$ cat src/rtl/alu_seq_if.sv
// ---------------------------------------------------------------------------
// alu_seq_if
// Handshake bundle between the issuing stage and the sequential ALU.
//   Issue side : in_valid / in_ready, func, a, b, acc_clr
//   Result side: out_valid / out_ready, result, ovf
//   Status     : acc (current accumulator value)
// Modports:
//   master - the core side (drives operands, consumes results)
//   slave  - the ALU side
// ---------------------------------------------------------------------------
interface alu_seq_if #(
  parameter int N = 8
);
  logic         in_valid;
  logic         in_ready;
  logic [1:0]   func;
  logic [N-1:0] a;
  logic [N-1:0] b;
  logic         acc_clr;
  logic         out_valid;
  logic         out_ready;
  logic [N-1:0] result;
  logic         ovf;
  logic [N-1:0] acc;

  modport master (
    output in_valid, func, a, b, acc_clr, out_ready,
    input  in_ready, out_valid, result, ovf, acc
  );

  modport slave (
    input  in_valid, func, a, b, acc_clr, out_ready,
    output in_ready, out_valid, result, ovf, acc
  );
endinterface

$ cat src/rtl/alu_seq.sv
// ---------------------------------------------------------------------------
// alu_seq
// Multi-cycle signed fixed-point ALU: RI (pass immediate), ADD, MUL, and MAC
// into an internal accumulator. MUL/MAC use an N-step shift-add multiplier on
// operand magnitudes; the sign is applied after the last step. Results are
// optionally saturated (SAT=1) or wrapped (SAT=0); ovf flags overflow either way.
// Ports:
//   clk    - clock, rising edge
//   reset  - asynchronous, active-high reset
//   bus    - alu_seq_if.slave: issue handshake, result handshake, acc status
// Parameters:
//   N      - data width (two's complement), N >= 4
//   FRAC   - fractional bits; MUL keeps product[FRAC+N-1:FRAC]
//   SAT    - 1: clamp overflow to +max/-min, 0: truncate
// ---------------------------------------------------------------------------
module alu_seq #(
  parameter int N    = 8,
  parameter int FRAC = N - 1,
  parameter bit SAT  = 1'b1
) (
  input  logic      clk,
  input  logic      reset,
  alu_seq_if.slave  bus
);

  localparam int PW = 2 * N;
  localparam int CW = $clog2(N);
  localparam logic [N-1:0] MAX_V = {1'b0, {(N-1){1'b1}}};
  localparam logic [N-1:0] MIN_V = {1'b1, {(N-1){1'b0}}};

  typedef enum logic [1:0] {IDLE, BUSY, DONE} state_t;
  typedef enum logic [1:0] {
    F_RI  = 2'b00,
    F_ADD = 2'b01,
    F_MUL = 2'b10,
    F_MAC = 2'b11
  } func_t;

  // Signed add with overflow detection; returns {ovf, result}.
  function automatic logic [N:0] sat_add(input logic [N-1:0] x, input logic [N-1:0] y);
    logic [N:0] s;
    logic       o;
    s = {x[N-1], x} + {y[N-1], y};
    o = s[N] ^ s[N-1];
    if (o && SAT) return {1'b1, (s[N] ? MIN_V : MAX_V)};
    return {o, s[N-1:0]};
  endfunction

  // |x| as an unsigned N-bit value; -2^(N-1) maps to 2^(N-1), which still fits.
  function automatic logic [N-1:0] mag(input logic [N-1:0] x);
    return x[N-1] ? (~x + N'(1)) : x;
  endfunction

  // Apply the sign to the unsigned magnitude product, then slice/saturate.
  // Returns {ovf, result}. The product is out of range when its bits above
  // the kept slice are not a pure sign extension.
  function automatic logic [N:0] mul_finish(input logic [PW-1:0] mag_prod, input logic neg);
    logic [PW-1:0]        p;
    logic [PW-FRAC-N:0]   hi;
    logic                 o;
    p  = neg ? (~mag_prod + PW'(1)) : mag_prod;
    hi = p[PW-1:FRAC+N-1];
    o  = !((&hi) || !(|hi));
    if (o && SAT) return {1'b1, (p[PW-1] ? MIN_V : MAX_V)};
    return {o, p[FRAC+N-1:FRAC]};
  endfunction

  state_t         state_q, state_d;
  logic           is_mac_q, is_mac_d;
  logic           sign_q, sign_d;
  logic [N-1:0]   amag_q, amag_d;
  logic [PW-1:0]  prod_q, prod_d;
  logic [CW-1:0]  cnt_q, cnt_d;
  logic [N-1:0]   result_q, result_d;
  logic           ovf_q, ovf_d;
  logic [N-1:0]   acc_q, acc_d;

  // One shift-add step: the high half absorbs |a| when the multiplier LSB
  // (living in the low half) is set, then the whole register shifts right.
  logic [N:0]     step_sum;
  logic [PW-1:0]  prod_step;
  logic [N-1:0]   mul_res, mac_sum;
  logic           mul_ovf, mac_ovf;

  assign step_sum  = {1'b0, prod_q[PW-1:N]} + {1'b0, (prod_q[0] ? amag_q : '0)};
  assign prod_step = {step_sum, prod_q[N-1:1]};
  assign {mul_ovf, mul_res} = mul_finish(prod_step, sign_q);
  assign {mac_ovf, mac_sum} = sat_add(acc_q, mul_res);

  always_comb begin
    // NOTE: every next-state value defaults to its register so no path through
    // the case statement leaves a variable unassigned (which would infer a latch).
    state_d  = state_q;
    is_mac_d = is_mac_q;
    sign_d   = sign_q;
    amag_d   = amag_q;
    prod_d   = prod_q;
    cnt_d    = cnt_q;
    result_d = result_q;
    ovf_d    = ovf_q;
    acc_d    = acc_q;

    case (state_q)
      IDLE: begin
        if (bus.in_valid) begin
          // Clearing here means a MAC started with acc_clr accumulates from 0.
          if (bus.acc_clr) acc_d = '0;
          case (func_t'(bus.func))
            F_RI: begin
              result_d = bus.b;
              ovf_d    = 1'b0;
              state_d  = DONE;
            end
            F_ADD: begin
              {ovf_d, result_d} = sat_add(bus.a, bus.b);
              state_d = DONE;
            end
            default: begin
              amag_d   = mag(bus.a);
              prod_d   = {{N{1'b0}}, mag(bus.b)};
              sign_d   = bus.a[N-1] ^ bus.b[N-1];
              is_mac_d = bus.func[0];
              cnt_d    = '0;
              state_d  = BUSY;
            end
          endcase
        end
      end

      BUSY: begin
        prod_d = prod_step;
        cnt_d  = cnt_q + CW'(1);
        if (cnt_q == CW'(N - 1)) begin
          state_d = DONE;
          if (is_mac_q) begin
            result_d = mac_sum;
            ovf_d    = mul_ovf | mac_ovf;
            acc_d    = mac_sum;
          end else begin
            result_d = mul_res;
            ovf_d    = mul_ovf;
          end
        end
      end

      DONE: begin
        if (bus.out_ready) state_d = IDLE;
      end

      default: state_d = IDLE;
    endcase
  end

  // NOTE: sequential state uses non-blocking assignments so every register
  // samples the pre-edge values regardless of statement order.
  always_ff @(posedge clk or posedge reset) begin
    if (reset) begin
      state_q  <= IDLE;
      is_mac_q <= 1'b0;
      sign_q   <= 1'b0;
      amag_q   <= '0;
      prod_q   <= '0;
      cnt_q    <= '0;
      result_q <= '0;
      ovf_q    <= 1'b0;
      acc_q    <= '0;
    end else begin
      state_q  <= state_d;
      is_mac_q <= is_mac_d;
      sign_q   <= sign_d;
      amag_q   <= amag_d;
      prod_q   <= prod_d;
      cnt_q    <= cnt_d;
      result_q <= result_d;
      ovf_q    <= ovf_d;
      acc_q    <= acc_d;
    end
  end

  assign bus.in_ready  = (state_q == IDLE);
  assign bus.out_valid = (state_q == DONE);
  assign bus.result    = result_q;
  assign bus.ovf       = ovf_q;
  assign bus.acc       = acc_q;

endmodule

$ cat src/flat_wrapper.sv
// flat-port wrapper written by rule: the top's interface ports become plain ports
module alu_seq_flat 
#(
  parameter int N    = 8,
  parameter int FRAC = N - 1,
  parameter bit SAT  = 1'b1
)
  (clk, reset, bus_in_valid, bus_func, bus_a, bus_b, bus_acc_clr, bus_out_ready, bus_in_ready, bus_out_valid, bus_result, bus_ovf, bus_acc);
  alu_seq_if #(.N(N)) bus_i ();
  input  logic clk;
  input  logic reset;
  input wire logic [$bits(bus_i.in_valid)-1:0] bus_in_valid;
  input wire logic [$bits(bus_i.func)-1:0] bus_func;
  input wire logic [$bits(bus_i.a)-1:0] bus_a;
  input wire logic [$bits(bus_i.b)-1:0] bus_b;
  input wire logic [$bits(bus_i.acc_clr)-1:0] bus_acc_clr;
  input wire logic [$bits(bus_i.out_ready)-1:0] bus_out_ready;
  output wire logic [$bits(bus_i.in_ready)-1:0] bus_in_ready;
  output wire logic [$bits(bus_i.out_valid)-1:0] bus_out_valid;
  output wire logic [$bits(bus_i.result)-1:0] bus_result;
  output wire logic [$bits(bus_i.ovf)-1:0] bus_ovf;
  output wire logic [$bits(bus_i.acc)-1:0] bus_acc;
  assign bus_i.in_valid = bus_in_valid;
  assign bus_i.func = bus_func;
  assign bus_i.a = bus_a;
  assign bus_i.b = bus_b;
  assign bus_i.acc_clr = bus_acc_clr;
  assign bus_i.out_ready = bus_out_ready;
  assign bus_in_ready = bus_i.in_ready;
  assign bus_out_valid = bus_i.out_valid;
  assign bus_result = bus_i.result;
  assign bus_ovf = bus_i.ovf;
  assign bus_acc = bus_i.acc;
  alu_seq #(.N(N), .FRAC(FRAC), .SAT(SAT)) u_core (.clk(clk), .reset(reset), .bus(bus_i));
endmodule
$ cat config.mk
export PLATFORM = sky130hd
export DESIGN_NAME = alu_seq_flat
export DESIGN_NICKNAME = d
export VERILOG_FILES = /design/src/rtl/alu_seq_if.sv /design/src/rtl/alu_seq.sv /design/src/flat_wrapper.sv
export SDC_FILE = /design/constraint.sdc
export NUM_CORES = 1
export LEC_CHECK = 0
export ABC_AREA = 1
export BUFFER_PORTS_ARGS = -buffer_cell sky130_fd_sc_hd__buf_2
export CAP_MARGIN = 20
export CORE_UTILIZATION = 35
export CTS_CLUSTER_DIAMETER = 120
export DETAILED_ROUTE_END_ITERATION = 8
export PLACE_DENSITY_LB_ADDON = 0.1
export SYNTH_ARGS = -nofsm -noshare
export SYNTH_HDL_FRONTEND = slang
export SYNTH_SLANG_ARGS = --single-unit
$ cat constraint.sdc
create_clock -name clk -period 7.5 [get_ports clk]
set_input_delay 0.75 -clock clk [delete_from_list [all_inputs] [get_ports clk]]
set_output_delay 0.75 -clock clk [all_outputs]
set_load 0.03 [all_outputs]
==> flow_metrics.py, run 1 <==
metrics = {
    "status": {
        "status": "complete, no violations",
    },
    "floorplanning": {
        "die-width_um": 109.9,
        "die-height_um": 109.9,
        "dieArea_um2": 12080,
        "core-area_um2": 11370,
        "initial_utilization_pct": 35.85,
        "fp-row-count": 39,
        "io_pins": 42,
    },
    "sta": {
        "worst_pin_slew_ns": 0.7048,
        "fin_skew_ns": 0.01153,
        "setup_violations": 0,
        "fin_tns_setup_ns": 0,
        "fin_crit_sh_pct": 62.86,
        "maxSlewViolCount": 0,
        "min_period_ns": 4.714,
        "fmax_ghz": 0.2121,
        "hold_violations": 0,
        "slew_headroom_pct": 52.93,
        "rsz0062_at_grt": "false",
    },
    "clock_tree": {
        "hold_buffers": 0,
        "cts_resized": 0,
        "clk-insertion-delay-late_ns": 0.29,
        "cts-root-buf": "clkbuf_16",
        "numCtsBuffers": 5,
        "cts_max_path_buffers": 2,
        "htreeDepth": 2,
        "cts_tree": "built",
        "clkTransAtPathRegs_ns": 0.07,
        "numClockSinks": 48,
        "post-cts-setup-buffers": 0,
    },
    "worst_setup_path": {
        "critical_path_class": "register to register",
        "crit_path_end_kind": "register",
        "start_kind": "register",
        "crit_family": "simple AND/OR/NAND/NOR gates",
        "critPathBufInv": 6,
        "crit_arrival_ns": 4.94,
        "cpPeakStageDelay_ns": 0.45,
        "cp_data_required_time_ns": 7.72,
        "slowest_stage": "dfrtp_1",
        "worst-path-max-fanout": 14,
    },
    "cells_and_area": {
        "drive_above_1_share_pct": 14.72,
        "syn_to_final_growth_pct": 12.12,
        "diodes": 0,
        "final_common_cell": "nand2_1",
        "nNetsFinal": 671,
        "layout_common_cells": "nand2_1 (147), inv_1 (83), dfrtp_1 (48)",
        "nFillCells": 1233,
    },
    "placed_design": {
        "dp_hpwl_um": 8443,
        "place.gp.congestion": 0.8337,
        "port_buffers": 41,
    },
    "synthesis": {
        "yosysWarnings": 0,
        "synth-edff-count": 0,
        "dominantRegCellSynth": "dfrtp_1",
        "ys_seq_area_share_pct": 29.47,
        "synth_nets": 633,
        "synth-seq-cells": 48,
        "syn-cell-area_um2": 4076,
        "async_reset_ff_share_pct": 100.0,
        "synthCells": 579,
        "syn_area_per_cell_um2": 7.040,
        "synth_cell_types": 45,
    },
    "routing": {
        "firstDrtPassIters": 4,
        "drt-total-wl_um": 10660,
        "ant_nets": 0,
        "drc": 0,
        "drt_iter0_drc": 154,
        "wire_per_inst_um": 14.00,
        "num_vias": 3738,
        "via_per_inst": 4.912,
    },
    "min_path": {
        "holdCritPathClass": "register to register",
    },
    "global_route": {
        "grt.total_usage_pct": 19.27,
        "grt_pass1_vias": 3626,
        "globalRouteOverflowTotal": 0,
        "grt_pass1_wl_um": 17770,
        "antenna_found_initial": 0,
        "grt_max_degree": 49,
    },
    "flow_run": {
        "drv_cap": 0,
    },
}
==> state kept, by name (all words and copies together), names as in the netlist <==
| name | flops |
|---|---|
| u_core.bus.acc | 8 |
| u_core.cnt_q | 3 |
| u_core.sign_q | 1 |
| u_core.amag_q | 8 |
| u_core.bus.ovf | 1 |
| u_core.state_q | 2 |
| u_core.bus.result | 8 |
| u_core.is_mac_q | 1 |
| u_core.prod_q | 16 |
==> through the flow <==
step	setup slack, ns	cell area, µm²	std cells	utilization (%)	hold WS [ns]
floorplan	3.278	4076	579	-	0.4498
global placement	2.850	4420	753	38.88	0.4719
detailed placement	2.796	4420	753	38.88	0.4771
CTS	2.767	4571	761	40.20	0.4935
global route	2.305	4571	761	40.20	0.5138
finish	2.786	4571	761	40.20	0.4857
==> Yosys cell counts (all sizes together) (5+ instances only) <==
cell type  count  area, µm²
o21ai         28      140.1
nor2          37      153.9
nand4         10      62.56
o22ai          8      50.05
a21oi         49      275.3
dfrtp         48       1201
xor2          18      157.7
nor3           9      50.05
xnor2          8      70.07
inv           88      330.3
clkbuf         8      30.03
nand2        163      661.9
o211ai         5      42.54
nand3         37      195.2
ha            28      350.3
==> routing by layer <==
| metal | global-route usage (%) | up-vias | part of all wire [%] |
|---|---|---|---|
| met4 | 4.857 | 0 | 1.0 |
| met2 | 32.14 | 62 | 46 |
| met3 | 3.082 | 10 | 3.2 |
| met5 | 0 | - | 0 |
| met1 | 25.83 | 1698 | 49 |
| li1 | - | 1968 | - |
==> layout make-up <==
class / instances / area, µm² / area share, %
inverter: 92 / 345.3 / 7.555
clock inverter: 1 / 7.507 / 0.1642
sequential: 48 / 1201 / 26.28
timing repair buffer: 43 / 220.2 / 4.818
multi-input combinational: 427 / 2475 / 54.15
clock buffer: 7 / 142.6 / 3.121
tap: 143 / 178.9 / 3.915
==> worst min-delay path, delay by kind of cell (launching register included) <==
kind            cells  cell delay (ns)
compound gates      1             0.06
flops               1             0.34
simple gates        1             0.05
==> cells by family after synthesis <==
| logic type | after synthesis | share of synthesized area, % |
|---|---|---|
| compound gates | 108 | 16.39 |
| xor+xnor | 26 | 5.586 |
| fa+ha+maj | 31 | 10.07 |
| buf+inv | 104 | 9.883 |
| flops | 48 | 29.47 |
| simple gates | 262 | 28.61 |
==> path summary, 6_finish.rpt <==
kind	depth (start not counted)	to	slack, ns	start
min reg2reg	2	u_core.amag_q[5]	0.49	u_core.amag_q[5]
min in group asynchronous	3	u_core.bus.acc[7]	0.59	reset
max	32	u_core.bus.result[2]	2.79	u_core.prod_q[0]
max reg2reg	32	u_core.bus.result[2]	2.79	u_core.prod_q[0]
max in group asynchronous	3	u_core.amag_q[5]	6.44	reset
min	2	u_core.amag_q[5]	0.49	u_core.amag_q[5]
Power of run 1 is left out: the tool's default activity adds up to more than one toggle a clock period on the data nets, which glitch-free logic cannot reach.
==> run 2: changes to the inputs <==
==> constraint.sdc (replaced) <==
create_clock -name clk -period 3.9 [get_ports clk]
set_input_delay 0.39 -clock clk [delete_from_list [all_inputs] [get_ports clk]]
set_output_delay 0.39 -clock clk [all_outputs]
set_load 0.03 [all_outputs]
==> run 2 against run 1 <==
The run now ends with negative setup slack left. Via count rose by 7.2%. Routed wire length rose by 11%. Non-clock buffer count rose by 60. Register-to-register slack worse by 3.0 ns. Sequential cell count did not move. Cell count is 8.0% higher. Fmax rose by 15%. Design area is 18% higher. Clock skew rose by 0.0015 ns. Critical path depth shrank 1. Setup slack worse by 3.0 ns. Critical path type unchanged. Largest cell class unchanged.
==> flow_metrics.py, run 2 (synthesis gave the netlist of run 1 again) <==
metrics = {
    "status": {
        "status": "finished, violations left",
        "violations": "negative setup slack",
    },
    "routing": {
        "firstDrtPassIters": 5,
        "drt_iter0_drc": 207,
        "drc": 0,
        "ant_nets": 0,
        "drt-total-wl_um": 11840,
        "top_layer_used": "met4",
        "wl_met3_um": 242,
        "via_per_inst": 4.877,
        "wire_per_inst_um": 14.40,
        "met2_length_um": 5713,
        "met1_length_um": 5650,
        "num_vias": 4009,
    },
    "cells_and_area": {
        "layout_common_cells": "nand2_1 (131), inv_1 (77), buf_4 (57)",
        "register_area_um2": 1202,
        "fin_cells": 822,
        "fin_util_pct": 47.27,
        "nNetsFinal": 732,
        "multi_input_area_um2": 2794,
        "largest-register": "u_core.prod_q",
        "drive_above_1_share_pct": 30.49,
        "diodes": 0,
        "syn_to_final_growth_pct": 31.83,
        "final_common_cell": "nand2_1",
        "nFillCells": 1123,
        "largest_register_ff_count": 16,
    },
    "clock_tree": {
        "htreeDepth": 2,
        "clkTransAtPathRegs_ns": 0.08,
        "clk-insertion-delay-late_ns": 0.30,
        "cts_max_path_buffers": 2,
        "cts-root-buf": "clkbuf_16",
        "numCtsBuffers": 5,
        "cts_tree": "built",
        "numClockSinks": 48,
    },
    "global_route": {
        "grt_max_degree": 36,
        "grt_pass1_vias": 3844,
        "grt_pass1_wl_um": 18980,
        "grt.total_usage_pct": 20.65,
        "globalRouteOverflowTotal": 0,
        "antenna_found_initial": 0,
    },
    "worst_setup_path": {
        "slowest_stage": "dfrtp_2",
        "cpPeakStageDelay_ns": 0.45,
        "r2r-start": "u_core.prod_q[0]",
        "start_kind": "register",
        "crit_family": "simple AND/OR/NAND/NOR gates",
        "critPathBufInv": 6,
        "cp_data_required_time_ns": 4.13,
        "crit_arrival_ns": 4.32,
        "r2r_slack_ns": -0.19,
        "crit_path_end_kind": "register",
        "worst-path-max-fanout": 8,
        "critPathMostFrequentCell": "nand2_2",
        "timing.rr.end": "u_core.bus.result[2]",
        "critical_path_class": "register to register",
        "reg2reg_depth": 31,
    },
    "sta": {
        "fin_tns_setup_ns": -1.446,
        "fin_crit_sh_pct": 104.8,
        "worst_pin_slew_ns": 0.7594,
        "fmax_ghz": 0.2447,
        "maxSlewViolCount": 0,
        "min_period_ns": 4.087,
        "slew_headroom_pct": 49.28,
        "setup_violations": 16,
        "rsz0062_at_grt": "true",
        "worst_slack_ns": -0.1875,
        "hold_violations": 0,
        "fin_skew_ns": 0.01299,
    },
    "placed_design": {
        "dp_hpwl_um": 8975,
        "place.gp.congestion": 0.8362,
        "port_buffers": 41,
        "dpl.cell_count": 797,
    },
    "floorplanning": {
        "io_pins": 42,
        "fp-row-count": 39,
        "die-height_um": 109.9,
        "die-width_um": 109.9,
        "initial_utilization_pct": 35.85,
        "dieArea_um2": 12080,
        "core-area_um2": 11370,
    },
    "flow_run": {
        "drv_cap": 0,
    },
    "min_path": {
        "holdCritPathClass": "input pin to asynchronous set/reset pin",
    },
}
## run 2: cell count changes in the layout (fill, tap and decap cells not counted), sizes merged
| cell | delta |
|---|---|
| buf | +60 |
| clkinv | -1 |
| inv | +1 |
| nand2b | +1 |
## run 2: how the worst max path moves through the flow
stage / startpoint / to / depth (start not counted)
2_1_floorplan: u_core.prod_q[0] / u_core.bus.result[1] / 34
3_3_place_gp: u_core.prod_q[0] / u_core.bus.result[1] / 32
3_5_place_dp: u_core.prod_q[0] / u_core.bus.result[6] / 30
4_1_cts: u_core.prod_q[0] / u_core.bus.result[6] / 31
5_1_grt: u_core.prod_q[0] / u_core.bus.result[1] / 30
6_report: u_core.prod_q[0] / u_core.bus.result[2] / 31
## run 2: timing repair
item | in CTS | in global routing
pin swaps | 34 | 24
cloned | 1 | 0
hold buffers | 0 | 0
resized for setup | 25 | 33
setup buffers | 13 | 3
endpoints found under the setup margin | 16 | 17
## run 2: worst reg2reg max path: cells and delay by family (launching register included)
kind | cells | cell delay, ns
simple gates | 18 | 1.58
fa+ha+maj | 3 | 0.89
flops | 1 | 0.45
xor+xnor | 1 | 0.20
buf+inv | 6 | 0.50
compound gates | 3 | 0.42
## run 2: per-layer routing
layer / vias to the layer above / track usage, %
met5: - / 0
met4: 0 / 5.810
met3: 15 / 2.134
met2: 65 / 35.71
met1: 1845 / 27.11
li1: 2084 / -
## run 2: cell type report
| class | count | share of cell area, % |
|---|---|---|
| clock buffer | 7 | 2.654 |
| clock inverter | 1 | 0.1397 |
| inverter | 92 | 6.519 |
| multi-input combinational | 428 | 51.99 |
| sequential | 48 | 22.37 |
| tap | 143 | 3.329 |
| timing repair buffer | 103 | 12.99 |
## run 2: stage by stage
step                setup WS, ns  hold slack (ns)  area [µm²]
finish                   -0.1875          0.04674        5374
CTS                      -0.1382          0.07401        5196
global route             -0.4553          0.09261        5374
detailed placement       -0.2506           0.3952        4825
floorplan               -0.05804           0.4498        4148
global placement         -0.1550           0.4671        4805
Power of run 2 is left out for the same reason.
